## src/rtl/constant_op_sequencer_if.sv

```systemverilog
// Handshake and stage-facing signal bundle for constant_op_sequencer.
// The sequencer sits on the slave side; a driver or testbench uses the master side.
interface constant_op_sequencer_if #(
  parameter int WIDTH = 8
);
  logic             start_valid;
  logic             start_ready;
  logic [WIDTH-1:0] start_value;

  logic             cmd_valid;
  logic             cmd_ready;
  logic [1:0]       cmd_select;
  logic             cmd_operation;
  logic             cmd_last;

  logic [WIDTH-1:0] stage_input;
  logic [1:0]       stage_constant_select;
  logic             stage_operation;
  logic [WIDTH-1:0] stage_result;

  logic             res_valid;
  logic             res_ready;
  logic [WIDTH-1:0] res_value;
  logic             res_overflow;
  logic [3:0]       res_count;

  logic             busy;

  modport slave (
    input  start_valid, start_value,
    input  cmd_valid, cmd_select, cmd_operation, cmd_last,
    input  stage_result,
    input  res_ready,
    output start_ready, cmd_ready,
    output stage_input, stage_constant_select, stage_operation,
    output res_valid, res_value, res_overflow, res_count,
    output busy
  );

  modport master (
    output start_valid, start_value,
    output cmd_valid, cmd_select, cmd_operation, cmd_last,
    output stage_result,
    output res_ready,
    input  start_ready, cmd_ready,
    input  stage_input, stage_constant_select, stage_operation,
    input  res_valid, res_value, res_overflow, res_count,
    input  busy
  );
endinterface

```

## src/rtl/constant_op_sequencer.sv

```systemverilog
// Control stage for the add/subtract-by-constant datapath: queues commands,
// steps a running accumulator through the external stage and returns the result.
module constant_op_sequencer #(
  parameter int DEPTH = 4,
  parameter int WIDTH = 8
) (
  input logic                    clk,
  input logic                    reset,
  constant_op_sequencer_if.slave bus
);

  localparam int PTR_W = $clog2(DEPTH);

  typedef struct packed {
    logic [1:0] select;
    logic       operation;
    logic       last;
  } cmd_t;

  typedef enum logic [1:0] {
    IDLE = 2'd0,
    RUN  = 2'd1,
    HOLD = 2'd2
  } state_t;

  state_t     state;
  cmd_t       fifo_mem [DEPTH];
  logic [PTR_W:0] wr_ptr;
  logic [PTR_W:0] rd_ptr;
  logic       full;
  logic       empty;
  logic       push;
  logic       pop;
  cmd_t       head;
  cmd_t       incoming;

  logic [WIDTH-1:0] acc;
  logic             overflow;
  logic [3:0]       count;
  logic             start_ready;
  logic             res_valid;
  logic             busy;
  logic             ovf;

  // The extra pointer bit separates a full FIFO from an empty one when the indices match.
  assign empty = (wr_ptr == rd_ptr);
  assign full  = (wr_ptr[PTR_W] != rd_ptr[PTR_W]) &&
                 (wr_ptr[PTR_W-1:0] == rd_ptr[PTR_W-1:0]);
  assign push  = bus.cmd_valid && !full;
  assign pop   = (state == RUN) && !empty;
  assign head  = fifo_mem[rd_ptr[PTR_W-1:0]];

  assign incoming.select    = bus.cmd_select;
  assign incoming.operation = bus.cmd_operation;
  assign incoming.last      = bus.cmd_last;

  always_ff @(posedge clk) begin
    if (push) begin
      fifo_mem[wr_ptr[PTR_W-1:0]] <= incoming;
    end
  end

  always_ff @(posedge clk) begin
    if (reset) begin
      wr_ptr <= '0;
      rd_ptr <= '0;
    end else begin
      if (push) begin
        wr_ptr <= wr_ptr + 1'b1;
      end
      if (pop) begin
        rd_ptr <= rd_ptr + 1'b1;
      end
    end
  end

  // Signed overflow: operands share a sign (constant sign equals operation) and the result flips it.
  assign ovf = (acc[WIDTH-1] == head.operation) &&
               (bus.stage_result[WIDTH-1] != acc[WIDTH-1]);

  always_ff @(posedge clk) begin
    if (reset) begin
      state       <= IDLE;
      acc         <= '0;
      overflow    <= 1'b0;
      count       <= '0;
      start_ready <= 1'b1;
      res_valid   <= 1'b0;
      busy        <= 1'b0;
    end else begin
      case (state)
        IDLE: begin
          if (bus.start_valid) begin
            acc         <= bus.start_value;
            overflow    <= 1'b0;
            count       <= '0;
            start_ready <= 1'b0;
            busy        <= 1'b1;
            state       <= RUN;
          end
        end
        RUN: begin
          if (pop) begin
            acc      <= bus.stage_result;
            overflow <= overflow | ovf;
            if (count != 4'hF) begin
              count <= count + 4'd1;
            end
            if (head.last) begin
              res_valid <= 1'b1;
              state     <= HOLD;
            end
          end
        end
        HOLD: begin
          if (bus.res_ready) begin
            res_valid   <= 1'b0;
            start_ready <= 1'b1;
            busy        <= 1'b0;
            state       <= IDLE;
          end
        end
        default: begin
          res_valid   <= 1'b0;
          start_ready <= 1'b1;
          busy        <= 1'b0;
          state       <= IDLE;
        end
      endcase
    end
  end

  // Stage controls are only non-zero while a command is actually being consumed.
  assign bus.stage_input           = acc;
  assign bus.stage_constant_select = pop ? head.select : 2'd0;
  assign bus.stage_operation       = pop ? head.operation : 1'b0;

  assign bus.start_ready  = start_ready;
  assign bus.cmd_ready    = !full;
  assign bus.res_valid    = res_valid;
  assign bus.res_value    = acc;
  assign bus.res_overflow = overflow;
  assign bus.res_count    = count;
  assign bus.busy         = busy;

endmodule

```

## src/flat_wrapper.sv

```systemverilog
// flat-port wrapper written by rule: the top's interface ports become plain ports
module constant_op_sequencer_flat 
#(
  parameter int DEPTH = 4,
  parameter int WIDTH = 8
)
  (clk, reset, bus_start_valid, bus_start_value, bus_cmd_valid, bus_cmd_select, bus_cmd_operation, bus_cmd_last, bus_stage_result, bus_res_ready, bus_start_ready, bus_cmd_ready, bus_stage_input, bus_stage_constant_select, bus_stage_operation, bus_res_valid, bus_res_value, bus_res_overflow, bus_res_count, bus_busy);
  constant_op_sequencer_if #(.WIDTH(WIDTH)) bus_i ();
  input logic clk;
  input logic reset;
  input wire logic [$bits(bus_i.start_valid)-1:0] bus_start_valid;
  input wire logic [$bits(bus_i.start_value)-1:0] bus_start_value;
  input wire logic [$bits(bus_i.cmd_valid)-1:0] bus_cmd_valid;
  input wire logic [$bits(bus_i.cmd_select)-1:0] bus_cmd_select;
  input wire logic [$bits(bus_i.cmd_operation)-1:0] bus_cmd_operation;
  input wire logic [$bits(bus_i.cmd_last)-1:0] bus_cmd_last;
  input wire logic [$bits(bus_i.stage_result)-1:0] bus_stage_result;
  input wire logic [$bits(bus_i.res_ready)-1:0] bus_res_ready;
  output wire logic [$bits(bus_i.start_ready)-1:0] bus_start_ready;
  output wire logic [$bits(bus_i.cmd_ready)-1:0] bus_cmd_ready;
  output wire logic [$bits(bus_i.stage_input)-1:0] bus_stage_input;
  output wire logic [$bits(bus_i.stage_constant_select)-1:0] bus_stage_constant_select;
  output wire logic [$bits(bus_i.stage_operation)-1:0] bus_stage_operation;
  output wire logic [$bits(bus_i.res_valid)-1:0] bus_res_valid;
  output wire logic [$bits(bus_i.res_value)-1:0] bus_res_value;
  output wire logic [$bits(bus_i.res_overflow)-1:0] bus_res_overflow;
  output wire logic [$bits(bus_i.res_count)-1:0] bus_res_count;
  output wire logic [$bits(bus_i.busy)-1:0] bus_busy;
  assign bus_i.start_valid = bus_start_valid;
  assign bus_i.start_value = bus_start_value;
  assign bus_i.cmd_valid = bus_cmd_valid;
  assign bus_i.cmd_select = bus_cmd_select;
  assign bus_i.cmd_operation = bus_cmd_operation;
  assign bus_i.cmd_last = bus_cmd_last;
  assign bus_i.stage_result = bus_stage_result;
  assign bus_i.res_ready = bus_res_ready;
  assign bus_start_ready = bus_i.start_ready;
  assign bus_cmd_ready = bus_i.cmd_ready;
  assign bus_stage_input = bus_i.stage_input;
  assign bus_stage_constant_select = bus_i.stage_constant_select;
  assign bus_stage_operation = bus_i.stage_operation;
  assign bus_res_valid = bus_i.res_valid;
  assign bus_res_value = bus_i.res_value;
  assign bus_res_overflow = bus_i.res_overflow;
  assign bus_res_count = bus_i.res_count;
  assign bus_busy = bus_i.busy;
  constant_op_sequencer #(.DEPTH(DEPTH), .WIDTH(WIDTH)) u_core (.clk(clk), .reset(reset), .bus(bus_i));
endmodule
```

## config.mk

```make
export PLATFORM = sky130hd
export DESIGN_NAME = constant_op_sequencer_flat
export DESIGN_NICKNAME = d
export VERILOG_FILES = /design/src/rtl/constant_op_sequencer_if.sv /design/src/rtl/constant_op_sequencer.sv /design/src/flat_wrapper.sv
export SDC_FILE = /design/constraint.sdc
export NUM_CORES = 1
export LEC_CHECK = 0
export CELL_PAD_IN_SITES_DETAIL_PLACEMENT = 1
export CELL_PAD_IN_SITES_GLOBAL_PLACEMENT = 1
export CORE_ASPECT_RATIO = 1.25
export CORE_MARGIN = 4
export CORE_UTILIZATION = 41
export CTS_CLUSTER_DIAMETER = 60
export CTS_CLUSTER_SIZE = 14
export DETAILED_ROUTE_END_ITERATION = 6
export PLACE_DENSITY_LB_ADDON = 0.1
export REMOVE_ABC_BUFFERS = 1
export SYNTH_ARGS = -nofsm -noshare
export SYNTH_HDL_FRONTEND = slang
export SYNTH_SLANG_ARGS = --single-unit
```

## constraint.sdc

```tcl
create_clock -name clk -period 3.3 [get_ports clk]
set_clock_uncertainty 0.15 [all_clocks]
set_input_delay 0.66 -clock clk [delete_from_list [all_inputs] [get_ports clk]]
set_output_delay 0.66 -clock clk [all_outputs]
set_load 0.01 [all_outputs]
```

# == Yosys cells after proc, flatten, opt, wreduce, memory -nomap -nowiden ==
# Memories as Yosys holds them, arrays and structs flattened. A register that Yosys moved wholly into a read port is not among the register bits.
# Cells that the tools add are included.
# W data, S select, Z words.
# word_totals
input_bits,25
regBits,24
n_memories,1
ram_bits,16
out_inout_bits,28
elab_cells,71
# memory_table
memory,depth,width,read_ports,rd_clocked_by_memory_dff,write_ports,line_no,text
u_core.fifo_mem,4,4,1,1,1,constant_op_sequencer.sv:27,cmd_t fifo_mem [DEPTH];
# classes
mux,29
n_bitwise,3
eq_ne,13
reduce_logical,13
addsub,3
# op_table
operator,count
$mux W8,2
$pmux W8 S2,1
$mux W2,7
$mux W4,3
$reduce_and A4 Y1,3
$mux W1,10
$pmux W1 S3,3
$pmux W4 S2,1
$add A3 B1 Y3 const B,2
$ne A2 B2 Y1 const B,3
$pmux W2 S3,1
$reduce_and A3 Y1,2
$add A4 B1 Y4 const B,1
$logic_and A1 B1 Y1,4
$ne A2 B1 Y1 const B,2
$ne A4 B4 Y1 const B,1
$eq A3 B3 Y1,1
$eq A2 B1 Y1 const B,1
$eq A2 B2 Y1,1
$eq A2 B2 Y1 const B,1
$logic_not A1 Y1,2
$logic_not A2 Y1,1
$ne A1 B1 Y1,2
$not A1 Y1,2
4 further kinds,4

# == Logic depth before layout (Yosys ltp) ==
# logic_depth
depth_word,6
depth_mapped,7
depth_no_buf,5

# == Worst setup path after synthesis ==
# OpenSTA, ideal clock, no wires.
# synth_path
kind,reg2out
startpoint,reg u_core.rd_ptr[2]
endpoint,out bus_stage_constant_select[0]
setup_slack_ps,1242
path_stages_with_launch,4
n_path_buf,0
required_ps,2490
t_arrival_ps,1248
cell_sequence,dfxtp_1 -> xor2_2 -> o31ai_2 -> and2b_1
# synth_between
elab_chain_cells,4
# synth_lines
element,line_no,text
start: declaration,constant_op_sequencer.sv:29,logic [PTR_W:0] rd_ptr;
start signal: assignment,constant_op_sequencer.sv:72,rd_ptr <= rd_ptr + 1'b1;
$eq A3 B3 Y1,constant_op_sequencer.sv:46,assign empty = (wr_ptr == rd_ptr);
$logic_not A1 Y1,constant_op_sequencer.sv:50,assign pop = (state == RUN) && !empty;
$logic_and A1 B1 Y1,constant_op_sequencer.sv:50,
$mux W2,constant_op_sequencer.sv:135,assign bus.stage_constant_select = pop ? head.select : 2'd0;
end: declaration,flat_wrapper.sv:22,output wire logic [$bits(bus_i.stage_constant_select)-1:0] bus_stage_constant_select;
# No other way between the ends.

# == Final worst setup path ==
# layout_path
startpoint,reg u_core.wr_ptr[0]
endpoint,out bus_stage_constant_select[0]
# layout_between
elab_chain_cells,4
# layout_lines
element,line_no,text
start: declaration,constant_op_sequencer.sv:28,logic [PTR_W:0] wr_ptr;
start signal: assignment,constant_op_sequencer.sv:69,wr_ptr <= wr_ptr + 1'b1;
$eq A3 B3 Y1,constant_op_sequencer.sv:46,
$logic_not A1 Y1,constant_op_sequencer.sv:50,
$logic_and A1 B1 Y1,constant_op_sequencer.sv:50,
$mux W2,constant_op_sequencer.sv:135,
# No other way between the ends.

==> impl_metrics.yaml <==
yosys:
  ys_ff_latch: 42
  yosysTopAreaCell: "dfxtp_1"
  synth.most_common_cell: "dfxtp_1"
  synth_top_area_frac: 0.256
  synthDistinctLibCells: 46
  synth_common_cells: "26 x dfxtp_1, 18 x nor2_1, 16 x edfxtp_1"
  synth_edf_count: 16
  synth_ff_type: "dfxtp_1"
  yosysWarnings: 0
  syn_area_per_cell_um2: 11.9
  netlist_instances: 171
  synth_area_um2: 2030
  seq_area_frac_synth: 0.493
  async_reset_ff_frac: 0
  synth_area_leaders: "dfxtp_1 26%, edfxtp_1 24%, mux2i_1 5.9%, a211oi_2 4.9%, mux4_2 4.4%"
floorplanning:
  core_area_um2: 4760
  boundaryPins: 53
  rows: 28
  dieArea_um2: 6150
  initial_utilization: 0.426
  dieWidth_um: 71.0
  die_height_um: 86.7
timing:
  post-route-period-util: 0.861
  slew-limit-headroom: 0.634
  fin_crit_ps: 2840
  tns_ps: 0
  rsz0062_at_grt: "false"
  setup_violations: 0
  maxSlewViolCount: 0
  tightest_slew_ps: 544
  hold_ws_ps: 329
  finalHoldViolations: 0
  fmax_mhz: 352
drt:
  wl_met3_um: 213
  wl_met2_um: 2410
  wirelength_met1_um: 1780
  drtIter0Drc: 64
  drtAntennaViolNets: 0
  first_pass_iters: 4
  routedWlPerCell_um: 16.1
  drc: 0
  via_count: 1453
  viasPerCell: 5.21
  routed_wl_um: 4480
  top_layer: "met4"
global_routing:
  antenna_found_initial: 0
  grt_pass1_vias: 1509
  grt_pass1_wl_um: 7410
  grt_overflow: 0
  grt_use_total: 0.156
  grt_max_degree: 29
clock_network:
  worstSkewPairLatency_ps: 310
  cts_made_buffers: 5
  cts.sinks: 42
  cts_root_buf: "clkbuf_8"
  cts_buffer_depth: 2
  cts_resized: 0
  htreeDepth: 2
  tritoncts: "done"
  ctsHoldBuffers: 0
  path_clk_slew_ps: 90
  cts_setup_buffers: 0
power:
  pwr-share-comb: 0.265
  p_sw_uw: 412
  pwr-share-seq: 0.467
  p_int_uw: 938
  p_leak_uw: 0.000949
  max-vdd-ir-drop_mv: 0.319
  swShare: 0.305
  p_per_area_nw_per_um2: 512
  clock_power_share: 0.269
cells_and_area:
  syn_to_final_growth_pct: 29.9
  fillers: 517
  nNetsFinal: 249
  num_antenna_cells: 0
  drive_gt1_frac: 0.137
critical_path:
  crit_path_max_fanout: 8
  critPathLaunchType: "flop"
  worst_ep_arrival_time_ps: 2030
  crit_path_end_kind: "output port"
  criticalPathCategory: "reg2out"
  cp_data_required_time_ps: 2490
  r2r_cells: 3
placement:
  port_buffers: 52
  dp.final_hpwl_um: 3490
  gp_congestion: 0.734
hold_path:
  hold_depth: 2
  hold_class: "reg2reg"
job:
  maxCapViolCount: 0
status:
  status: "finished clean"
## metrics by stage
stage / std cells / util / cell area (µm²) / setup slack [ps] / power, µW
after floorplan: 155 / - / 1920 / 758 / 822
after global routing: 279 / 0.554 / 2640 / 324 / 1430
after global placement: 271 / 0.534 / 2540 / 818 / 990
after CTS: 279 / 0.554 / 2640 / 416 / 1370
final: 279 / 0.554 / 2640 / 458 / 1350
after detailed placement: 271 / 0.534 / 2540 / 763 / 1010
## final timing paths
path	from	endpoint	slack, ps
min reg2reg	u_core.bus.res_valid$_SDFFE_PP0P_	u_core.bus.res_valid$_SDFFE_PP0P_	330
min	u_core.bus.res_valid$_SDFFE_PP0P_	u_core.bus.res_valid$_SDFFE_PP0P_	330
max	u_core.wr_ptr[0]$_SDFFE_PP0N_	bus_stage_constant_select[0]	460
max reg2reg	u_core.wr_ptr[0]$_SDFFE_PP0N_	u_core.fifo_mem[3][1]$_DFFE_PP_	1350
## critical path: stages, from the launching register on
cell and delay [ps]:
dfxtp_1 480, xor2_2 360, o31ai_2 140, and2b_1 210, clkdlybuf4s50_1 540
## layout make-up
type / instances / area (µm²) / area share
flip-flops and latches: 42 / 1000 / 0.379
repair buffers: 56 / 551 / 0.209
well taps: 60 / 75.1 / 0.0284
multi-input cells: 109 / 901 / 0.341
clock buffers: 5 / 68.8 / 0.0261
clock inverters: 3 / 28.8 / 0.0109
inverters: 4 / 15.0 / 0.00569
## registers in the layout, indices dropped and copies added (netlist names), named ones only
| signal | cells |
|---|---|
| u_core.bus.res_count | 4 |
| u_core.fifo_mem | 16 |
| u_core.bus.busy | 1 |
| u_core.bus.res_value | 8 |
| u_core.bus.res_valid | 1 |
| u_core.wr_ptr | 3 |
| u_core.bus.res_overflow | 1 |
| u_core.state | 2 |
| u_core.rd_ptr | 3 |
| u_core.bus.start_ready | 1 |
## power groups by stage
stage / sequential [µW] / combinational, µW / clock, µW
2_1_floorplan: 655 / 167 / 0
3_3_place_gp: 638 / 352 / 0
3_5_place_dp: 643 / 363 / 0
4_1_cts: 631 / 365 / 373
5_1_grt: 638 / 389 / 399
6_report: 630 / 358 / 363
## layout by cell type (no fill, tap or decap), drive strengths merged, types with 2 or more instances in the layout
cell / instances
nor2b: 2
o21ai: 2
xnor2: 2
and2b: 3
or3: 2
nand4b: 2
clkdlybuf4s50: 52
ha: 6
and2: 4
inv: 6
o32ai: 2
nor3: 4
o21bai: 2
mux4: 4
nand2: 4
xor2: 5
a211oi: 9
mux2i: 12
nor2: 19
a21oi: 5
nand3: 2
edfxtp: 16
clkbuf: 5
o31ai: 2
buf: 4
nand2b: 3
dfxtp: 26
## kinds of logic (layout without fill, tap and decap cells)
family / Yosys count / count (layout) / share of synthesized area
and+or+nand+nor: 51 / 51 / 0.134
DFF: 42 / 42 / 0.493
AOI/OAI and AO/OA: 29 / 29 / 0.128
buffers and inverters: 20 / 68 / 0.0640
muxes: 16 / 16 / 0.103
xor gates and xnor gates: 7 / 7 / 0.0413
adders and majority gates: 6 / 6 / 0.0369
## per-layer routing
metal,GRT usage,vias to the layer above
met4,0.0667,0
met1,0.163,703
met2,0.291,40
met3,0.0429,7
li1,-,703
met5,0,-
No activity file was read; power rests on OpenSTA's default activity.
